`config.mk`:
```
export PLATFORM = sky130hd
export DESIGN_NAME = zacore_fetch_buffer
export DESIGN_NICKNAME = d
export VERILOG_FILES = /design/src/rtl/zacore_fetch_buffer.sv
export SDC_FILE = /design/constraint.sdc
export NUM_CORES = 1
export LEC_CHECK = 0
export BUFFER_PORTS_ARGS = -buffer_cell sky130_fd_sc_hd__clkbuf_2
export CORE_ASPECT_RATIO = 1.4
export CORE_MARGIN = 2
export CORE_UTILIZATION = 50
export CTS_CLUSTER_DIAMETER = 30
export CTS_CLUSTER_SIZE = 30
export DETAILED_ROUTE_END_ITERATION = 8
export HOLD_SLACK_MARGIN = 0.06
export PLACE_DENSITY = 0.75
export SETUP_SLACK_MARGIN = 0.2
export SYNTH_ARGS = -nofsm -noshare
export SYNTH_HDL_FRONTEND = slang
export SYNTH_SLANG_ARGS = --single-unit
```
`constraint.sdc`:
```
create_clock -name i_clk -period 6.3 [get_ports i_clk]
set_input_delay 1.26 -clock i_clk [delete_from_list [all_inputs] [get_ports i_clk]]
set_output_delay 1.26 -clock i_clk [all_outputs]
set_load 0.05 [all_outputs]
```
`src/rtl/zacore_fetch_buffer.sv`:
```
// Purpose : first-word-fall-through instruction buffer between fetch and decode.
// Latency : a push accepted at edge N is visible at the head after edge N (one cycle).
// Backpr. : o_full (registered) stalls fetch; pushes while full are dropped, pops while empty ignored.
//
// Ports:
//   i_clk, i_rst                    sole clock, synchronous active-high reset
//   i_push, i_push_inst, i_push_pc  instruction from fetch (accepted when !o_full)
//   o_full                          DEPTH entries held; fetch stall
//   o_valid, o_inst, o_pc           head entry to decode (zeroed while empty)
//   i_pop                           decode consumes the head (accepted when o_valid)
//   i_invalidate                    flush all entries at the next edge
//   o_count                         occupied entries
module zacore_fetch_buffer #(
  parameter int DEPTH = 4
) (
  input  logic                       i_clk,
  input  logic                       i_rst,
  input  logic                       i_push,
  input  logic [31:0]                i_push_inst,
  input  logic [31:0]                i_push_pc,
  output logic                       o_full,
  output logic                       o_valid,
  output logic [31:0]                o_inst,
  output logic [31:0]                o_pc,
  input  logic                       i_pop,
  input  logic                       i_invalidate,
  output logic [$clog2(DEPTH+1)-1:0] o_count
);

  localparam int PW = $clog2(DEPTH);
  localparam int CW = $clog2(DEPTH + 1);
  localparam logic [CW-1:0] DEPTH_C = CW'(DEPTH);

  // Instruction/PC storage. Deliberately not reset: contents are never
  // observable while the buffer is empty, so only the pointers need clearing.
  logic [31:0] inst_mem [DEPTH];
  logic [31:0] pc_mem   [DEPTH];

  logic [PW-1:0] head_q, head_d;
  logic [PW-1:0] tail_q, tail_d;
  logic [CW-1:0] count_q, count_d;

  logic push_acc;
  logic pop_acc;
  logic wr_en;

  // Status comes purely from registered count, so o_full never depends
  // combinationally on i_pop (no push-through when full).
  assign o_valid = (count_q != '0);
  assign o_full  = (count_q == DEPTH_C);
  assign o_count = count_q;

  assign push_acc = i_push & ~o_full;
  assign pop_acc  = i_pop & o_valid;

  // Storage is only written when the push actually lands; a flush in the
  // same cycle discards it.
  assign wr_en = push_acc & ~i_invalidate & ~i_rst;

  // Next-state pointer and occupancy logic. DEPTH is a power of two, so the
  // PW-bit pointer increment wraps from DEPTH-1 to 0 on its own.
  always_comb begin
    head_d  = head_q;
    tail_d  = tail_q;
    count_d = count_q;
    if (i_invalidate) begin
      head_d  = '0;
      tail_d  = '0;
      count_d = '0;
    end else begin
      if (push_acc) begin
        tail_d = tail_q + 1'b1;
      end
      if (pop_acc) begin
        head_d = head_q + 1'b1;
      end
      case ({push_acc, pop_acc})
        2'b10:   count_d = count_q + 1'b1;
        2'b01:   count_d = count_q - 1'b1;
        default: count_d = count_q;
      endcase
    end
  end

  always_ff @(posedge i_clk) begin
    if (i_rst) begin
      head_q  <= '0;
      tail_q  <= '0;
      count_q <= '0;
    end else begin
      head_q  <= head_d;
      tail_q  <= tail_d;
      count_q <= count_d;
    end
  end

  always_ff @(posedge i_clk) begin
    if (wr_en) begin
      inst_mem[tail_q] <= i_push_inst;
      pc_mem[tail_q]   <= i_push_pc;
    end
  end

  // Fall-through head read; forced to zero when empty so stale storage
  // never leaks to decode.
  always_comb begin
    o_inst = '0;
    o_pc   = '0;
    if (o_valid) begin
      o_inst = inst_mem[head_q];
      o_pc   = pc_mem[head_q];
    end
  end

endmodule
```
# Yosys cells after proc, flatten, opt, wreduce, memory -nomap -nowiden
# Memory sizes are Yosys's and may differ from the RTL's. A register that Yosys moved wholly into a read port is not among the register bits.
# Cells that the tools add are included.
# W data, S select, Z words.
[classes] bitwise_logic=7 addsub=4 n_reduce_logical=3 mux=9 n_eq_ne=3
[ops] cell="$mux W32" count=2
[ops] cell="$mux W2" count=4
[ops] cell="$pmux W3 S2" count=1
[ops] cell="$add A2 B1 Y2 const B" count=2
[ops] cell="$and A1 B1 Y1" count=4
[ops] cell="$add A3 B1 Y3 const B" count=1
[ops] cell="$eq A3 B3 Y1 const B" count=1
[ops] cell="$not A1 Y1" count=3
[ops] cell="$reduce_bool A3 Y1" count=1
[ops] cell="$sub A3 B1 Y3 const B" count=1
[ops] cell="$eq A2 B1 Y1 const B" count=1
[ops] cell="$eq A2 B2 Y1 const B" count=1
[ops] cell="$mux W1" count=2
[ops] cell="$reduce_bool A2 Y1" count=1
[ops] cell="$reduce_or A2 Y1" count=1
[word_totals] inputBits=69 word_cells=31 ramBits=256 register_bits=7 output_inout_bits=69 n_memories=2
[memory_table] memory="inst_mem" words=4 width=32 rd=1 rd_clocked_by_memory_dff=1 write_ports=1 line="36" rtl="logic [31:0] inst_mem [DEPTH];"
[memory_table] memory="pc_mem" words=4 width=32 rd=1 rd_clocked_by_memory_dff=1 write_ports=1 line="37" rtl="logic [31:0] pc_mem [DEPTH];"

# Depth between registers and ports, before layout
# Gate-level depths: netlist (run 1).
[depth] word_depth=7 mapped_depth=9 mapped_depth_nobuf=9

# Least setup slack after synthesis (run 1)
# No wires, ideal clock.
[synth_timing] kind="input to register" from="input i_invalidate" to="memory inst_mem[0][0], enable pin" setup_time_ns=0.429 arrival_ns=3.017 path_stages=2 path_buffers=0 path_slack_ns=2.854 path_cell_list="nor2_1 -> and3_1"
[synth_via] elab_chain_len=5
[synth_lines] element="start, declared" line="26" rtl="input logic i_invalidate,"
[synth_lines] element="$not A1 Y1" line="58" rtl="assign wr_en = push_acc & ~i_invalidate & ~i_rst;"
[synth_lines] element="$and A1 B1 Y1 (2 in a row)" line="58"
[synth_lines] element="$mux W1" line="98" rtl="if (wr_en) begin"
[synth_lines] element="$mux W1 (not written as such)" line="99" rtl="inst_mem[tail_q] <= i_push_inst;"
[synth_lines] element="end, declared" line="36"
# No other way between the ends.

==> run_results.csv, run 1 <==
group,metric,value,unit
clock_network,htreeDepth,1,
pwr,pwr-share-comb,5.9,%
sta,fin_tns_setup,0,ns
sta,hold_slack,0.536,ns
sta,clock.fmax,0.237,GHz
logic_synthesis,synth_area_leader_cell,"edfxtp_1",
pwr,seq_power_share,48.7,%
clock_network,cts_root_buffer,"clkbuf_16",
place,dp_cells,827,
global_routing,grt_pass1_wl,28.5,mm
setup_path,worstSetupEndpointType,"output port",
floorplan,io_pins,138,
logic_synthesis,synth_seq_cells,265,
route,num_vias,4766,
logic_synthesis,synthTopCellsByArea,"edfxtp_1 75%, mux4_2 13%, and2_1 3.9%",
logic_synthesis,synth_cells,459,
setup_path,critPathSlowestCell,"dfxtp_4",
sta,fin_skew,0.0215,ns
pwr,p_int,0.00312,W
sta,worstMarginPinSlew,1.07,ns
clock_network,postCtsSetupBuffers,0,
clock_network,cts_tree,"yes",
logic_synthesis,ys_warn_count,0,
sta,fin_crit_sh,66.8,%
pwr,swShare,22.6,%
place,dp_slack,2.51,ns
setup_path,crit_path_start_kind,"flop",
cells_and_area,fin_nets,683,
status,status,"completed",
floorplan,core_area,20000,um^2
setup_path,cp_max_fo,50,
cells_and_area,final_cells,886,
route,ant_nets,0,
global_routing,grt_overflow,0,
logic_synthesis,synth.avg_cell_area,22.3,um^2
floorplan,start_util,51.1,%
clock_network,clk_pin_slew,0.06,ns
global_routing,first_global_vias,5348,
pwr,leakage,4.18,nW
clock_network,insertion_delay,0.55,ns
floorplan,die_y,173,um
global_routing,antenna_found_initial,1,
hold_path,hp-class,"flop to flop",
sta,rsz0062_at_grt,"false",
route,drc_errors,0,
logic_synthesis,yosysMostFrequentCell,"edfxtp_1",
setup_path,critPathKind,"flop to output port",
logic_synthesis,yosysSeqAreaShare,77.0,%
floorplan,dieWidth,125,um
sta,max_slew_margin,28.3,%
sta,finalHoldViolCount,0,
logic_synthesis,syn_nets,534,
clock_network,cts_sinks,265,
sta,slew_violations,0,
logic_synthesis,async_reset_ff_share,0,%
pwr,power.density,331,nW/um^2
cells_and_area,fill_cells,1445,
pwr,power.switching,0.000910,W
global_routing,grt.total_usage,17.0,%
logic_synthesis,synth.distinct_cells,27,
job,maxCapViolations,0,
logic_synthesis,synth-edff-count,256,
place,portBuffers,137,
cells_and_area,area_growth,18.9,%
sta,worst_slack,2.09,ns
clock_network,cts_resized,0,
route,vias_per_cell,5.38,
floorplan,die_area,21600,um^2
setup_path,crit_path_cell_trace,"buf_4 > mux4_2 > and2_1 > clkbuf_2",
route,drt-initial-drc-count,294,
pwr,clkPwrFrac,45.4,%
setup_path,slowest_delay,1.02,ns
sta,period_needed,4.21,ns
pwr,ir_drop,0.000235,V
place,hpwl,10.4,mm
cells_and_area,drive_gt1_share,41.9,%
route,wire_per_inst,20.6,um
logic_synthesis,synth_common_cells,"256 x edfxtp_1, 64 x and2_1, 60 x mux4_2, 9 x dfxtp_1",
floorplan,rows,61,
route,postRouteWirelength,18.2,mm
logic_synthesis,netlist_area,10200,um^2
setup_path,cp.required,5.04,ns
setup_path,critPathArrivalTime,2.95,ns
logic_synthesis,yosys.area.top_type_share,75.2,%
pwr,power,0.00403,W
clock_network,clock_path_buffers,3,
clock_network,numCtsBuffers,31,
route,dr.pass1.iters,4,
place,place_congestion,0.747,
logic_synthesis,synth_flop_cell,"edfxtp_1",
sta,setup_viol,0,
clock_network,postCtsHoldBufs,0,
global_routing,grt_max_degree,66,
## worst max-delay path, delay by kind of cell, from the launching register on
family,cells,cell delay (ns)
flip-flops,1,1.02
AND/OR/NAND/NOR,1,0.17
buffers and inverters,2,0.67
multiplexers,1,0.55
## path summary, 6_finish.rpt
check	to	startpoint	slack, ns	cells after the start
worst min register to register	head_q[1]	head_q[1]	0.54	2
worst min-delay path	head_q[1]	head_q[1]	0.54	2
worst max register to register	o_count[2]	o_count[2]	3.88	9
worst max-delay path	o_inst[20]	flop	2.09	4
## final cells by class
| type | count | area [um^2] | area share, % |
|---|---|---|---|
| Antenna cell | 1 | 2.50 | 0.0206 |
| Timing Repair Buffer | 138 | 693 | 5.71 |
| Clock inverter | 27 | 310 | 2.55 |
| Clock buffer | 31 | 776 | 6.39 |
| Inverter | 8 | 30.0 | 0.247 |
| Tap cell | 252 | 315 | 2.60 |
| Multi-Input combinational cell | 164 | 2150 | 17.7 |
| Sequential cell | 265 | 7880 | 64.8 |
## layout by cell type, fill, tap and decap left out, types with 3 or more instances in the layout
cell	count
a21oi_1	3
and2_1	64
and3_4	4
bufinv_16	4
clkbuf_16	31
clkbuf_2	137
clkinv_2	3
clkinv_4	3
clkinvlp_4	4
dfxtp_1	7
edfxtp_1	256
ha_1	5
inv_1	8
inv_6	11
mux4_1	4
mux4_2	60
nor2_1	7
xor2_1	4
## logic make-up (layout without fill, tap and decap cells)
group           Yosys count  count (layout)  share of synthesized area, %
flops                   265             265                          77.0
buf+inv                  30             204                          2.22
xor+xnor                  4               4                         0.343
fa+ha+maj                 6               6                         0.808
compound gates            8               8                         0.502
simple gates             82              82                          4.89
other cells               0               1                             0
mux                      64              64                          14.3
## sequential cells by signal, summed over array words and instances (netlist names), named ones only
| name | count |
|---|---|
| head_q | 2 |
| inst_mem | 128 |
| o_count | 3 |
| pc_mem | 128 |
| tail_q | 2 |
## metal layers
layer | share of wire, % | global-route usage, % | vias to the layer above | wire length (um)
met4 | 3.5 | 7.41 | 0 | 646
met2 | 54 | 31.1 | 133 | 9760
met3 | 5.3 | 3.65 | 38 | 973
met1 | 38 | 19.0 | 2431 | 6830
met5 | 0 | 0 | - | 0
li1 | - | - | 2164 | -
## power groups by stage
stage               Sequential [W]  Combinational, W  Clock, W
floorplan                  0.00200          0.000165         0
finish                     0.00196          0.000237   0.00183
global route               0.00196          0.000252   0.00193
CTS                        0.00196          0.000240   0.00186
detailed placement         0.00200          0.000240         0
global placement           0.00200          0.000233         0
## stage by stage
stage / area [um^2] / util [%]
floorplan: 10200 / -
global placement: 11100 / 55.3
detailed placement: 11100 / 55.3
CTS: 12100 / 60.7
global route: 12100 / 60.7
finish: 12100 / 60.7
No activity file was read; power rests on OpenSTA's default activity.
==> inputs of run 2 (changes only) <==
Settings changed: ABC_AREA from default to 1, PLACE_DENSITY 0.75 to 0.77.
Clock period 6.3 ns to 3.37 ns, I/O delays scaled along.
==> run 2 against run 1 <==
Against the previous run:
- clock skew fell by 0.0067 ns
- global-route usage up 3.3 points
- critical path depth increased by 2
- critical path type unchanged
- largest cell class unchanged
- largest power group unchanged
==> run_results.csv, run 2 <==
group,metric,value,unit
status,status,"completed",
pwr,power.density,625,nW/um^2
floorplan,die_area,22000,um^2
global_routing,antenna_found_initial,2,
route,num_vias,6880,
logic_synthesis,async_reset_ff_share,0,%
logic_synthesis,synth_cells,829,
pwr,seq_power_share,46.8,%
route,drc_errors,0,
floorplan,start_util,50.9,%
clock_network,cts_root_buffer,"clkbuf_16",
pwr,power.switching,0.00186,W
cells_and_area,drive_gt1_share,22.1,%
clock_network,insertion_delay,0.50,ns
route,dr.pass1.iters,7,
logic_synthesis,synth_common_cells,"270 x nor2_1, 256 x edfxtp_1, 120 x o21ai_0, 69 x a21oi_1, 19 x inv_1",
logic_synthesis,synth-edff-count,256,
setup_path,cp.required,2.70,ns
route,wire_per_inst,18.0,um
cells_and_area,antenna_cells,0,
sta,hold_slack,0.384,ns
place,hpwl,13.2,mm
pwr,power,0.00783,W
cells_and_area,most-common-layout-cells,"266 x nor2_1, 256 x edfxtp_1, 137 x clkbuf_2, 120 x o21ai_0, 69 x a21oi_1",
place,dpl_cell_area,11400,um^2
pwr,pwr-share-comb,7.8,%
route,vias_per_cell,5.48,
sta,setup_viol,0,
global_routing,gr-max-usage-layer,"met2",
clock_network,numCtsBuffers,34,
setup_path,critPathKind,"flop to output port",
pwr,ir_drop,0.000327,V
global_routing,use_met1,24.7,%
setup_path,critPathArrivalTime,2.37,ns
cells_and_area,final_cell_area,12500,um^2
global_routing,grt_max_degree,65,
sta,fin_crit_sh,90.3,%
place,place_congestion,0.762,
floorplan,io_pins,138,
pwr,leakage,4.60,nW
logic_synthesis,synth.distinct_cells,18,
logic_synthesis,syn_nets,904,
cells_and_area,final_common_cell,"nor2_1",
logic_synthesis,ys_warn_count,0,
global_routing,grt_overflow,0,
clock_network,cts_tree,"yes",
floorplan,rows,62,
cells_and_area,area_growth,20.2,%
setup_path,crit_path_start_kind,"flop",
clock_network,cts_sinks,265,
logic_synthesis,yosysMostFrequentCell,"nor2_1",
sta,fin_skew,0.0148,ns
logic_synthesis,yosysSeqAreaShare,75.5,%
sta,slew_violations,0,
sta,worstMarginPinSlew,0.803,ns
sta,period_needed,3.04,ns
floorplan,die_y,175,um
setup_path,worstSetupEndpointType,"output port",
pwr,p_int,0.00597,W
setup_path,cp_max_fo,35,
cells_and_area,fill_cells,1555,
place,portBuffers,137,
clock_network,postCtsHoldBufs,0,
sta,finalHoldViolCount,0,
global_routing,grt_pass1_wl,35.3,mm
global_routing,met3_usage,3.92,%
sta,rsz0062_at_grt,"false",
job,maxCapViolations,0,
logic_synthesis,synthTopCellsByArea,"edfxtp_1 74%, nor2_1 9.7%, o21ai_0 5.8%",
clock_network,clock_path_buffers,3,
route,postRouteWirelength,22.6,mm
clock_network,clk_pin_slew,0.07,ns
logic_synthesis,yosys.area.top_type_share,73.7,%
global_routing,grt.total_usage,20.3,%
route,ant_nets,0,
cells_and_area,fin_nets,1049,
logic_synthesis,synth_flop_cell,"edfxtp_1",
global_routing,first_global_vias,6985,
global_routing,grt_util_met2,35.2,%
floorplan,dieWidth,126,um
logic_synthesis,synth_seq_cells,265,
pwr,swShare,23.8,%
floorplan,core_area,20500,um^2
logic_synthesis,netlist_area,10400,um^2
logic_synthesis,synth.avg_cell_area,12.6,um^2
sta,clock.fmax,0.329,GHz
route,drt-initial-drc-count,658,
hold_path,hp-class,"primary input to flop",
sta,max_slew_margin,46.5,%
clock_network,htreeDepth,2,
pwr,clkPwrFrac,45.4,%
logic_synthesis,synth_area_leader_cell,"edfxtp_1",
-- run 2: changes by cell type in the layout (fill, tap and decap cells not counted), moves of 5 or more --
cell / delta
inv_6: -7
buf_12: +5
o21ai_0: +119
buf_4: +11
and2_1: -64
o21ai_1: +10
clkbuf_16: +6
inv_1: +11
nand2_1: +15
a21oi_1: +66
mux4_2: -60
nor2_1: +259
-- run 2: repair_timing --
item,in CTS,in global routing
setup endpoints to repair,12,10
setup buffers,0,1
endpoints found under the hold margin,0,0
resized for setup,2,0
-- run 2: layer usage --
layer,wire [um],up-vias,part of all wire [%]
li1,-,3216,-
met1,8840,3353,39
met2,11600,253,52
met3,1430,54,6.3
met4,653,4,2.9
met5,26,-,0.12
-- run 2: worst max-delay path, cell delays in order (launching register included) --
cell      delay, ns
dfxtp_1        0.33
nor2_1         0.15
nand2_1        0.17
inv_2          0.52
buf_12         0.29
a21oi_1        0.12
clkbuf_2       0.26
-- run 2: cells by family (layout without fill, tap and decap cells) --
logic type,count (synthesis),after routing,synth area share [%]
fa+ha+maj,6,6,0.792
buf+inv,69,240,3.66
simple gates,290,290,10.5
compound gates,199,199,9.55
flops,265,265,75.5
-- run 2: area by class of cell --
cell class | count | area, um^2 | area share, %
inverter | 22 | 87.6 | 0.699
tap | 256 | 320 | 2.56
multi-input combinational | 495 | 2210 | 17.6
clock inverter | 21 | 205 | 1.64
sequential | 265 | 7870 | 62.8
timing repair buffer | 156 | 902 | 7.20
clock buffer | 41 | 941 | 7.51
-- run 2: power by group through the flow --
stage	logic (W)	registers (W)	clock network [W]
after floorplan	0.000407	0.00374	0
after global placement	0.000600	0.00374	0
after detailed placement	0.000608	0.00374	0
after CTS	0.000611	0.00367	0.00359
after global routing	0.000655	0.00367	0.00371
final	0.000611	0.00367	0.00355
-- run 2: worst paths after layout --
check | startpoint | endpoint | slack (ns) | cells after the start
hold reg to reg | head_q[1] | flop | 0.51 | 2
setup / recovery | o_count[1] | o_inst[10] | 0.33 | 6
hold / removal | i_push_pc[2] | pc_mem[0][2] | 0.38 | 1
setup reg to reg | o_count[1] | pc_mem[1][22] | 1.11 | 7
-- run 2: stage by stage --
step	setup WS (ns)	utilization [%]	cells	setup TNS (ns)
detailed placement	0.664	55.5	1193	0
global placement	0.754	55.5	1193	0
global route	0.223	61.2	1256	0
finish	0.327	61.2	1256	0
floorplan	-0.217	-	829	-55.48
CTS	0.221	61.1	1255	0
==> inputs of run 3 (changes only) <==
Settings changed: CAP_MARGIN from default to 20, CORE_UTILIZATION 50 to 35, PLACE_DENSITY 0.77 to 0.59.
==> run 3 against run 2 <==
Against the previous run:
- clock power grew 23%
- cell area grew 3.6%
- core utilization shrank 17 points
- wire length is essentially flat
- worst setup slack gained 0.083 ns
- die area grew 42%
- via count shrank 4.6%
- register-to-register slack gained 0.27 ns
- power grew 10%
- largest cell class unchanged
- sequential share of layout area shrank 2.2 points
- highest routed layer unchanged
==> run_results.csv, run 3 (synthesis gave the netlist of run 2 again) <==
group,metric,value,unit
place,place_congestion,0.733,
setup_path,path_common_cell,"nor2_1",
cells_and_area,area_growth,24.6,%
clock_network,htreeDepth,2,
sta,rsz0062_at_grt,"false",
route,num_vias,6561,
route,postRouteWirelength,22.6,mm
hold_path,hp-class,"primary input to flop",
route,dr.pass1.iters,4,
global_routing,grt_max_degree,69,
setup_path,cp_max_fo,50,
clock_network,cts_root_buffer,"clkbuf_16",
pwr,power.switching,0.00194,W
floorplan,die_y,208,um
sta,slew_violations,0,
pwr,pwr-share-comb,7.0,%
floorplan,io_pins,138,
pwr,clkPwrFrac,50.5,%
clock_network,clock_path_buffers,3,
setup_path,r2r-end,"inst_mem[0][20]",
sta,period_needed,2.96,ns
setup_path,crit_end,"o_pc[18]",
setup_path,worstSetupEndpointType,"output port",
floorplan,core_area,29300,um^2
sta,finalHoldViolCount,0,
cells_and_area,fill_cells,2662,
pwr,power.density,665,nW/um^2
clock_network,postCtsHoldBufs,0,
global_routing,first_global_vias,6474,
place,hpwl,12.1,mm
sta,fin_tns_setup,0,ns
setup_path,crit_path_cell_trace,"buf_12 > nor2_1 > nor2_1 > o21ai_0 > a21oi_1 > clkbuf_2",
setup_path,slowest_delay,0.61,ns
cells_and_area,fin_nets,1047,
job,maxCapViolations,0,
clock_network,numCtsBuffers,37,
status,status,"completed",
global_routing,grt_pass1_wl,34.7,mm
setup_path,cp.required,2.70,ns
setup_path,crit_path_start_kind,"flop",
route,drc_errors,0,
pwr,p_int,0.00671,W
route,ant_nets,0,
cells_and_area,drive_gt1_share,22.5,%
route,drt-initial-drc-count,308,
setup_path,critPathSlowestCell,"dfxtp_4",
cells_and_area,final_common_cell,"nor2_1",
sta,setup_viol,0,
place,portBuffers,137,
route,vias_per_cell,4.75,
global_routing,grt.total_usage,14.6,%
setup_path,r2r_slack,1.38,ns
clock_network,postCtsSetupBuffers,0,
cells_and_area,final_util,44.4,%
setup_path,reg2reg_depth,7,
cells_and_area,most-common-layout-cells,"266 x nor2_1, 256 x edfxtp_1, 137 x clkbuf_2, 120 x o21ai_0, 69 x a21oi_1",
pwr,power,0.00864,W
route,wire_per_inst,16.3,um
sta,fin_skew,0.0201,ns
floorplan,rows,74,
floorplan,die_area,31200,um^2
clock_network,cts_sinks,265,
sta,hold_slack,0.373,ns
clock_network,cts_tree,"yes",
pwr,swShare,22.4,%
global_routing,grt_util_met2,25.1,%
sta,max_slew_margin,40.8,%
floorplan,dieWidth,150,um
global_routing,grt_overflow,0,
setup_path,critPathKind,"flop to output port",
clock_network,clk_pin_slew,0.06,ns
pwr,leakage,4.74,nW
setup_path,r2r_start,"o_count[1]",
floorplan,start_util,35.6,%
clock_network,cts_resized,0,
sta,fin_crit_sh,87.8,%
pwr,seq_power_share,42.5,%
global_routing,met3_usage,3.97,%
global_routing,use_met1,16.8,%
sta,clock.fmax,0.338,GHz
pwr,ir_drop,0.000378,V
setup_path,critPathArrivalTime,2.29,ns
global_routing,gr-max-usage-layer,"met2",
sta,worstMarginPinSlew,0.889,ns
global_routing,antenna_found_initial,4,
clock_network,insertion_delay,0.52,ns
run 3: worst min-delay path by stage:
stage | startpoint | to | slack [ns] | cells after the start
2_1_floorplan | head_q[1] | flop | 0.46 | 2
3_3_place_gp | head_q[1] | flop | 0.49 | 2
3_5_place_dp | head_q[1] | flop | 0.49 | 2
4_1_cts | i_push_inst[11] | inst_mem[3][11] | 0.34 | 1
5_1_grt | i_push_pc[31] | pc_mem[0][31] | 0.36 | 1
6_report | i_push_inst[17] | inst_mem[3][17] | 0.37 | 1
run 3: power groups by stage:
| stage | clock (W) | combinational (W) | sequential (W) |
|---|---|---|---|
| finish | 0.00437 | 0.000606 | 0.00367 |
| global route | 0.00455 | 0.000654 | 0.00367 |
| CTS | 0.00445 | 0.000615 | 0.00367 |
| detailed placement | 0 | 0.000613 | 0.00374 |
| global placement | 0 | 0.000607 | 0.00374 |
| floorplan | 0 | 0.000407 | 0.00374 |
run 3: area by class of cell:
cell class	count	area (um^2)	area share [%]
flip-flops and latches	265	7870	60.6
multi-input cells	495	2210	17.0
clock buffers	40	980	7.54
repair buffers	151	916	7.05
well taps	380	475	3.66
clock inverters	27	448	3.45
inverters	22	83.8	0.646
diodes	2	5.00	0.0385
run 3: critical path, delay by kind of cell (launching register included):
family                 cells  cell delay [ns]
AOI/OAI and AO/OA          2             0.34
buffers and inverters      2             0.64
DFF                        1             0.61
and+or+nand+nor            2             0.16
run 3: layer usage:
metal  vias to the layer above  share of wire (%)
li1                       3214                  -
met1                      3131                 39
met2                       154                 51
met3                        58                5.8
met4                         4                3.6
met5                         -               0.14
run 3: metrics by stage:
stage          setup WS [ns]  std cells  cell area, um^2
6_report               0.410       1382            13000
5_1_grt                0.251       1382            13000
4_1_cts                0.366       1380            13000
3_5_place_dp           0.928       1313            11600
3_3_place_gp           0.937       1313            11600
2_1_floorplan         -0.217        829            10400
